===== src/rtl/rf_pkg.sv =====
// Shared constants and types for the multi-port integer register file.
package rf_pkg;

    localparam int A_WIDTH_DEF = 5;
    localparam int D_WIDTH_DEF = 32;

    localparam int REG_ZERO = 0;
    localparam int REG_RA   = 1;
    localparam int REG_S1   = 9;
    localparam int REG_A0   = 10;

    typedef logic [A_WIDTH_DEF-1:0] reg_addr_t;
    typedef logic [D_WIDTH_DEF-1:0] reg_data_t;

endpackage


===== src/rtl/rf_scoreboard.sv =====
// Per-register busy bits: set on issue, cleared by writeback, set wins on a tie.
module rf_scoreboard
    import rf_pkg::*;
#(
    parameter int A_WIDTH = A_WIDTH_DEF,
    parameter int NR      = 2,
    parameter int NW      = 1
) (
    input  logic                  clk,
    input  logic                  rst_n,
    input  logic                  iss_valid,
    input  logic [A_WIDTH-1:0]    iss_rd,
    input  logic [NW-1:0]         we,
    input  logic [NW*A_WIDTH-1:0] wa,
    input  logic [NR*A_WIDTH-1:0] ra,
    output logic [NR-1:0]         busy
);

    localparam int DEPTH = 2 ** A_WIDTH;

    logic [DEPTH-1:0] busy_q;
    logic [DEPTH-1:0] busy_d;

    always_comb begin
        busy_d = busy_q;
        for (int k = 0; k < NW; k++) begin
            if (we[k]) begin
                busy_d[wa[k*A_WIDTH +: A_WIDTH]] = 1'b0;
            end
        end
        // Applied after the clears so a new producer supersedes the retiring one.
        if (iss_valid) begin
            busy_d[iss_rd] = 1'b1;
        end
        busy_d[0] = 1'b0;
    end

    always_ff @(posedge clk or negedge rst_n) begin
        if (!rst_n) begin
            busy_q <= '0;
        end else begin
            busy_q <= busy_d;
        end
    end

    for (genvar gi = 0; gi < NR; gi++) begin : g_lookup
        assign busy[gi] = busy_q[ra[gi*A_WIDTH +: A_WIDTH]];
    end

endmodule


===== src/rtl/rf_mp.sv =====
// Multi-port register file with trigger input, a0 debug tap and busy scoreboard.
// Define RF_BYPASS_EN to forward same-cycle writes (and trigger) to the read ports.
module rf_mp
    import rf_pkg::*;
#(
    parameter int A_WIDTH  = A_WIDTH_DEF,
    parameter int D_WIDTH  = D_WIDTH_DEF,
    parameter int NR       = 2,
    parameter int NW       = 1,
    parameter int TRIG_REG = REG_S1,
    parameter int DBG_REG  = REG_A0
) (
    input  logic                  clk,
    input  logic                  rst_n,
    input  logic [NW-1:0]         we,
    input  logic [NW*A_WIDTH-1:0] wa,
    input  logic [NW*D_WIDTH-1:0] wd,
    input  logic [NR*A_WIDTH-1:0] ra,
    output logic [NR*D_WIDTH-1:0] rd,
    output logic [NR-1:0]         rbusy,
    input  logic                  iss_valid,
    input  logic [A_WIDTH-1:0]    iss_rd,
    input  logic                  trigger,
    output logic [D_WIDTH-1:0]    dbg_o
);

    localparam int                 DEPTH    = 2 ** A_WIDTH;
    localparam logic [A_WIDTH-1:0] ZERO_A   = A_WIDTH'(REG_ZERO);
    localparam logic [A_WIDTH-1:0] TRIG_A   = A_WIDTH'(TRIG_REG);
    localparam logic [A_WIDTH-1:0] DBG_A    = A_WIDTH'(DBG_REG);
    localparam logic [D_WIDTH-1:0] TRIG_VAL = D_WIDTH'(1);
    localparam bit                 TRIG_ON  = (TRIG_REG != REG_ZERO);

    if (A_WIDTH < 1 || D_WIDTH < 1) begin : g_bad_width
        $error("rf_mp: A_WIDTH and D_WIDTH must be at least 1");
    end
    if (NR < 1 || NR > 4) begin : g_bad_nr
        $error("rf_mp: NR must be in 1..4");
    end
    if (NW < 1 || NW > 2) begin : g_bad_nw
        $error("rf_mp: NW must be in 1..2");
    end
    if (TRIG_REG < 0 || TRIG_REG >= DEPTH || DBG_REG < 0 || DBG_REG >= DEPTH) begin : g_bad_reg
        $error("rf_mp: TRIG_REG and DBG_REG must address an existing register");
    end

    logic [D_WIDTH-1:0] regs_q [DEPTH];
    logic [D_WIDTH-1:0] regs_d [DEPTH];
    logic [NR-1:0]      sb_busy;

    always_comb begin
        regs_d = regs_q;
        if (trigger && TRIG_ON) begin
            regs_d[TRIG_A] = TRIG_VAL;
        end
        // Ascending order: the highest-indexed port writing an address wins.
        for (int k = 0; k < NW; k++) begin
            if (we[k]) begin
                regs_d[wa[k*A_WIDTH +: A_WIDTH]] = wd[k*D_WIDTH +: D_WIDTH];
            end
        end
        regs_d[0] = '0;
    end

    always_ff @(posedge clk or negedge rst_n) begin
        if (!rst_n) begin
            for (int r = 0; r < DEPTH; r++) begin
                regs_q[r] <= '0;
            end
        end else begin
            regs_q <= regs_d;
        end
    end

    rf_scoreboard #(
        .A_WIDTH (A_WIDTH),
        .NR      (NR),
        .NW      (NW)
    ) u_scoreboard (
        .clk       (clk),
        .rst_n     (rst_n),
        .iss_valid (iss_valid),
        .iss_rd    (iss_rd),
        .we        (we),
        .wa        (wa),
        .ra        (ra),
        .busy      (sb_busy)
    );

    for (genvar gi = 0; gi < NR; gi++) begin : g_rd
        logic [A_WIDTH-1:0] ra_i;
        logic [D_WIDTH-1:0] rd_i;
        logic               byp_hit;

        assign ra_i = ra[gi*A_WIDTH +: A_WIDTH];

        always_comb begin
            rd_i    = regs_q[ra_i];
            byp_hit = 1'b0;
`ifdef RF_BYPASS_EN
            // Forwarding is suppressed while in reset so outputs read as zero.
            if (rst_n && ra_i != ZERO_A) begin
                if (trigger && TRIG_ON && ra_i == TRIG_A) begin
                    rd_i = TRIG_VAL;
                end
                for (int k = 0; k < NW; k++) begin
                    if (we[k] && wa[k*A_WIDTH +: A_WIDTH] == ra_i) begin
                        rd_i    = wd[k*D_WIDTH +: D_WIDTH];
                        byp_hit = 1'b1;
                    end
                end
            end
`endif
            if (ra_i == ZERO_A) begin
                rd_i = '0;
            end
        end

        assign rd[gi*D_WIDTH +: D_WIDTH] = rd_i;
        assign rbusy[gi]                 = sb_busy[gi] & ~byp_hit;
    end

    assign dbg_o = regs_q[DBG_A];

endmodule


===== config.mk =====
export PLATFORM = sky130hd
export DESIGN_NAME = rf_mp
export DESIGN_NICKNAME = d
export VERILOG_FILES = /design/src/rtl/rf_pkg.sv /design/src/rtl/rf_scoreboard.sv /design/src/rtl/rf_mp.sv
export SDC_FILE = /design/constraint.sdc
export NUM_CORES = 2
export LEC_CHECK = 0
export CAP_MARGIN = 20
export CORE_ASPECT_RATIO = 1.5
export CORE_UTILIZATION = 55
export DETAILED_ROUTE_END_ITERATION = 8
export PLACE_DENSITY = 0.75
export SYNTH_ARGS = -nofsm -noshare
export SYNTH_HDL_FRONTEND = slang
export SYNTH_SLANG_ARGS = --single-unit

===== constraint.sdc =====
create_clock -name clk -period 4.2 [get_ports clk]
set_input_delay 0.84 -clock clk [delete_from_list [all_inputs] [get_ports clk]]
set_output_delay 0.84 -clock clk [all_outputs]
set_load 0.005 [all_outputs]

==> results.md <==
Detailed routing:
- The first routing iteration left 3479 violations.
- The number of search-and-repair iterations in the first detailed-routing pass is 9.
- Summed over all layers, the routed wires come to 175000 microns.
- The number of design rule violations left after detail routing is 24.
- The count of vias placed by the detailed router is 36400.
- The average routed wire per standard cell is 33.9 microns.
- The number of nets with antenna violations after detailed routing is 0.
- Using the TritonRoute via totals, the vias-per-cell ratio works out to 7.03.

Power:
- Power comes to 0.0300 W.
- Dividing total power by cell area gives a power density of 470 mW/mm^2.
- Across the VDD grid, the largest voltage drop is 419 uV.
- The analysis attributes to cell leakage a power of 27.3 nW.

Timing:
- The worst relative slew slack is 0.240.
- The total count of max-transition violations in the final report was 0.
- The minimum setup slack in the final design is -0.0375 ns.
- The setup skew after layout is 0 ns.
- The pin slew with the least headroom to its limit is 1.14 ns.
- For the finished layout, the period the worst path requires is 4.24 ns.
- The part of the cycle the worst path needs is 1.01.
- The worst hold slack after final layout is 0.113 ns.
- Setup violations remaining at the end of the flow were counted as 9.
- The number of hold violations in the final report is 0.
- Setup repair after global routing could not meet its margin everywhere.
- The maximum operating frequency is 0.236 GHz.

Clocking:
- The clock latency of the later-clocked register in the worst-skew pair is 0.68 ns.
- The TritonCTS sink count is 1023.
- The clock tree from TritonCTS is done.
- The number of clock buffers inserted by TritonCTS is 102.
- The clock passes through at most 3 buffers.
- CTS placed an instance of clkbuf_16 at the clock tree root.
- The clock transition at the register clock pins on the worst setup and hold paths after CTS is 0.06 ns.
- The H-tree was split into 3 levels.

Cells and area:
- The count of cells in the finished layout, fillers not included, comes to 5175.
- The count of fill cells added during filler insertion is 7192.
- The total number of nets in the final design is 3853.
- The fraction of layout cells with a size suffix above 1 is 0.539.
- The final design area excluding fillers is 0.0638 sq mm.
- The area growth from synthesis to layout is 15.4%.
- The combined area of the multi-input logic cells is 0.0280 sq mm.
- The area occupied by registers is 0.0256 sq mm.

GRT:
- The number of antenna violations at the first check in global routing is 2.
- The number of global-route vias before repair is 38000.
- Global routing finished with a remaining overflow of 0.
- The first global-routing pass estimated 258000 microns of wire.
- The largest net degree at the start of global routing is 142.
- The total routing resource utilization after global routing is 0.352.

Synth:
- The net count of the mapped netlist is 3725.
- For this run, asynchronously set or reset flops after synthesis account for 1.00.
- The count of distinct cell types in the synthesized netlist is 44.
- Dividing the synthesized area by the synthesized cell count gives 15.1 sq um.
- The synthesis-stage register bit count is 1023.
- The synthesized instance count is 3668.
- The netlist area before placement is 0.0553 sq mm.
- The number of enable flip-flop cells after synthesis is 0.
- The number of warnings issued by yosys is 0.
- The most used flip-flop cell after synthesis is dfrtp_1.
- The proportion of synthesized chip area in sequential cells is 0.463.

Critical path:
- The required time at the endpoint of the critical path is 3.36 ns.
- The highest cell delay on the worst timing path is 0.59 ns.
- The startpoint type of the worst setup path is an input port.
- Measured in cells, the most critical reg-to-reg path has a length of 1.
- The kind of critical path is input port to output port.
- The worst endpoint data arrival time is 3.40 ns.
- The slowest stage of the critical path is the mux2i_1 cell.
- The sort of element at the end of the critical path is an output port.
- The register-to-register path setup slack is 3.31 ns.
- The worst-path maximum fanout is 26.
- Traced cell by cell, the critical path runs through buf_8, buf_12, buf_4, mux4_2, mux2i_1, a22o_1, a31oi_1, clkdlybuf4s50_1.

Die:
- The die covers 0.102 sq mm.
- The initial utilization of the core area, before any placement, comes to 0.554.
- Measured along the y axis, the die boundary spans 390 microns.
- The top-level I/O count is 155.
- The area of the core is 0.0999 sq mm.
- The total number of placement rows is 142.
- The die boundary width is 261 microns.

Placement:
- The instance count after placement with tap cells included is 4966.
- The final estimated routing congestion in global placement is 0.922.
- The placed standard-cell area is 0.0598 sq mm.
- The half-perimeter wire length of the detailed placement result is 111000 microns.
- Input and output buffers added on the ports amount to 154.

Run:
- Max-cap violations in this run came to 0.

Run status:
- The flow ran to the end, but the final reports show violations.
- The final reports fail on DRC, setup timing.

Min path:
- The tightest min-delay check is of the input port to asynchronous set/reset pin type.
## final timing paths
path                             startpoint     endpoint
worst max register to register    dbg_o[19]    dbg_o[19]
max in group asynchronous             rst_n  regs_q[965]
worst max-delay path                  ra[1]       rd[14]
worst min register to register  regs_q[357]  regs_q[357]
min in group clk                regs_q[357]  regs_q[357]
worst min-delay path                  rst_n  regs_q[467]
## logic make-up after synthesis
| logic type | share of synthesized area |
|---|---|
| AOI/OAI and AO/OA | 0.0449 |
| muxes | 0.433 |
| buffers and inverters | 0.0400 |
| DFF | 0.463 |
| and+or+nand+nor | 0.0195 |
## sequential cells by signal, summed over array words and instances (netlist names)
register	count
dbg_o	32
u_scoreboard.busy_q	31
regs_q	960
## per-layer routing
layer,up-vias,wire length [microns],global-route usage,part of all wire
met5,-,0,0,0
met4,0,16000,0.270,0.091
met3,485,11500,0.0577,0.065
met2,1746,85500,0.563,0.49
met1,19600,62300,0.425,0.36
li1,14500,-,-,-
## area by class of cell
cell class	count	area share
Multi-Input combinational cell	2219	0.438
Clock buffer	149	0.0477
Timing Repair Buffer	443	0.0806
Antenna cell	3	0.000118
Tap cell	1296	0.0254
Inverter	7	0.000588
Sequential cell	1023	0.401
Clock inverter	35	0.00643
## critical path: cells and delay by family
family / cells / cell delay, ns
buf+inv: 4 / 1.29
mux: 2 / 0.91
compound gates: 2 / 0.27
## Yosys cell counts, types with 6 or more instances
master,instances,area (sq um)
mux4_2,462,10400
buf_2,145,726
nor2b_1,6,37.5
clkbuf_1,154,578
buf_1,28,105
nand3_1,7,35.0
a22o_1,47,412
buf_6,16,180
o221a_2,28,315
a221oi_1,61,534
nand3b_1,9,67.6
o21ai_0,66,330
nor3b_1,8,60.1
mux2i_1,161,1610
dfrtp_1,1023,25600
a31oi_1,33,206
nand2_1,82,308
nor2_1,51,191
mux2_2,1052,11800
nand2b_1,31,194
buf_4,80,601
a221o_1,32,320
o211ai_1,34,255
mux2_1,8,90.1
## power by group
part / internal (W) / total (W) / switching [W]
clock: 0.00550 / 0.00953 / 0.00403
combinational: 0.00418 / 0.00727 / 0.00309
sequential: 0.0117 / 0.0132 / 0.00145
total: 0.0214 / 0.0300 / 0.00856
## cell usage in the layout (no fill, tap or decap), types with 34 or more instances in the layout
master           Yosys  layout
a221oi_1            61      55
a22o_1              47      47
buf_12               0      92
buf_4               80     182
clkbuf_16            0     108
clkdlybuf4s50_1      0     142
dfrtp_1           1023    1023
mux2_2            1052    1052
mux2i_1            161     134
mux4_2             462     462
nand2_1             82      68
nor2_1              51      35
o211ai_1            34      34
o21ai_0             66      66
## stage by stage
| stage | utilization | setup WS (ns) | setup TNS, ns |
|---|---|---|---|
| after floorplan | - | 1.11 | 0 |
| after global placement | 0.596 | -0.454 | -7.23 |
| after detailed placement | 0.598 | -0.413 | -8.16 |
| after CTS | 0.635 | 0.0125 | 0 |
| after global routing | 0.639 | -0.00755 | -0.0143 |
| final | 0.639 | -0.0375 | -0.149 |
## timing repair
action	4_1_cts	5_1_grt
pin swaps	3	3
gates cloned	4	1
hold buffers	0	0
setup endpoints to repair	45	20
resized for setup	35	19
buffers inserted	3	7
No activity file was read; power rests on OpenSTA's default activity.
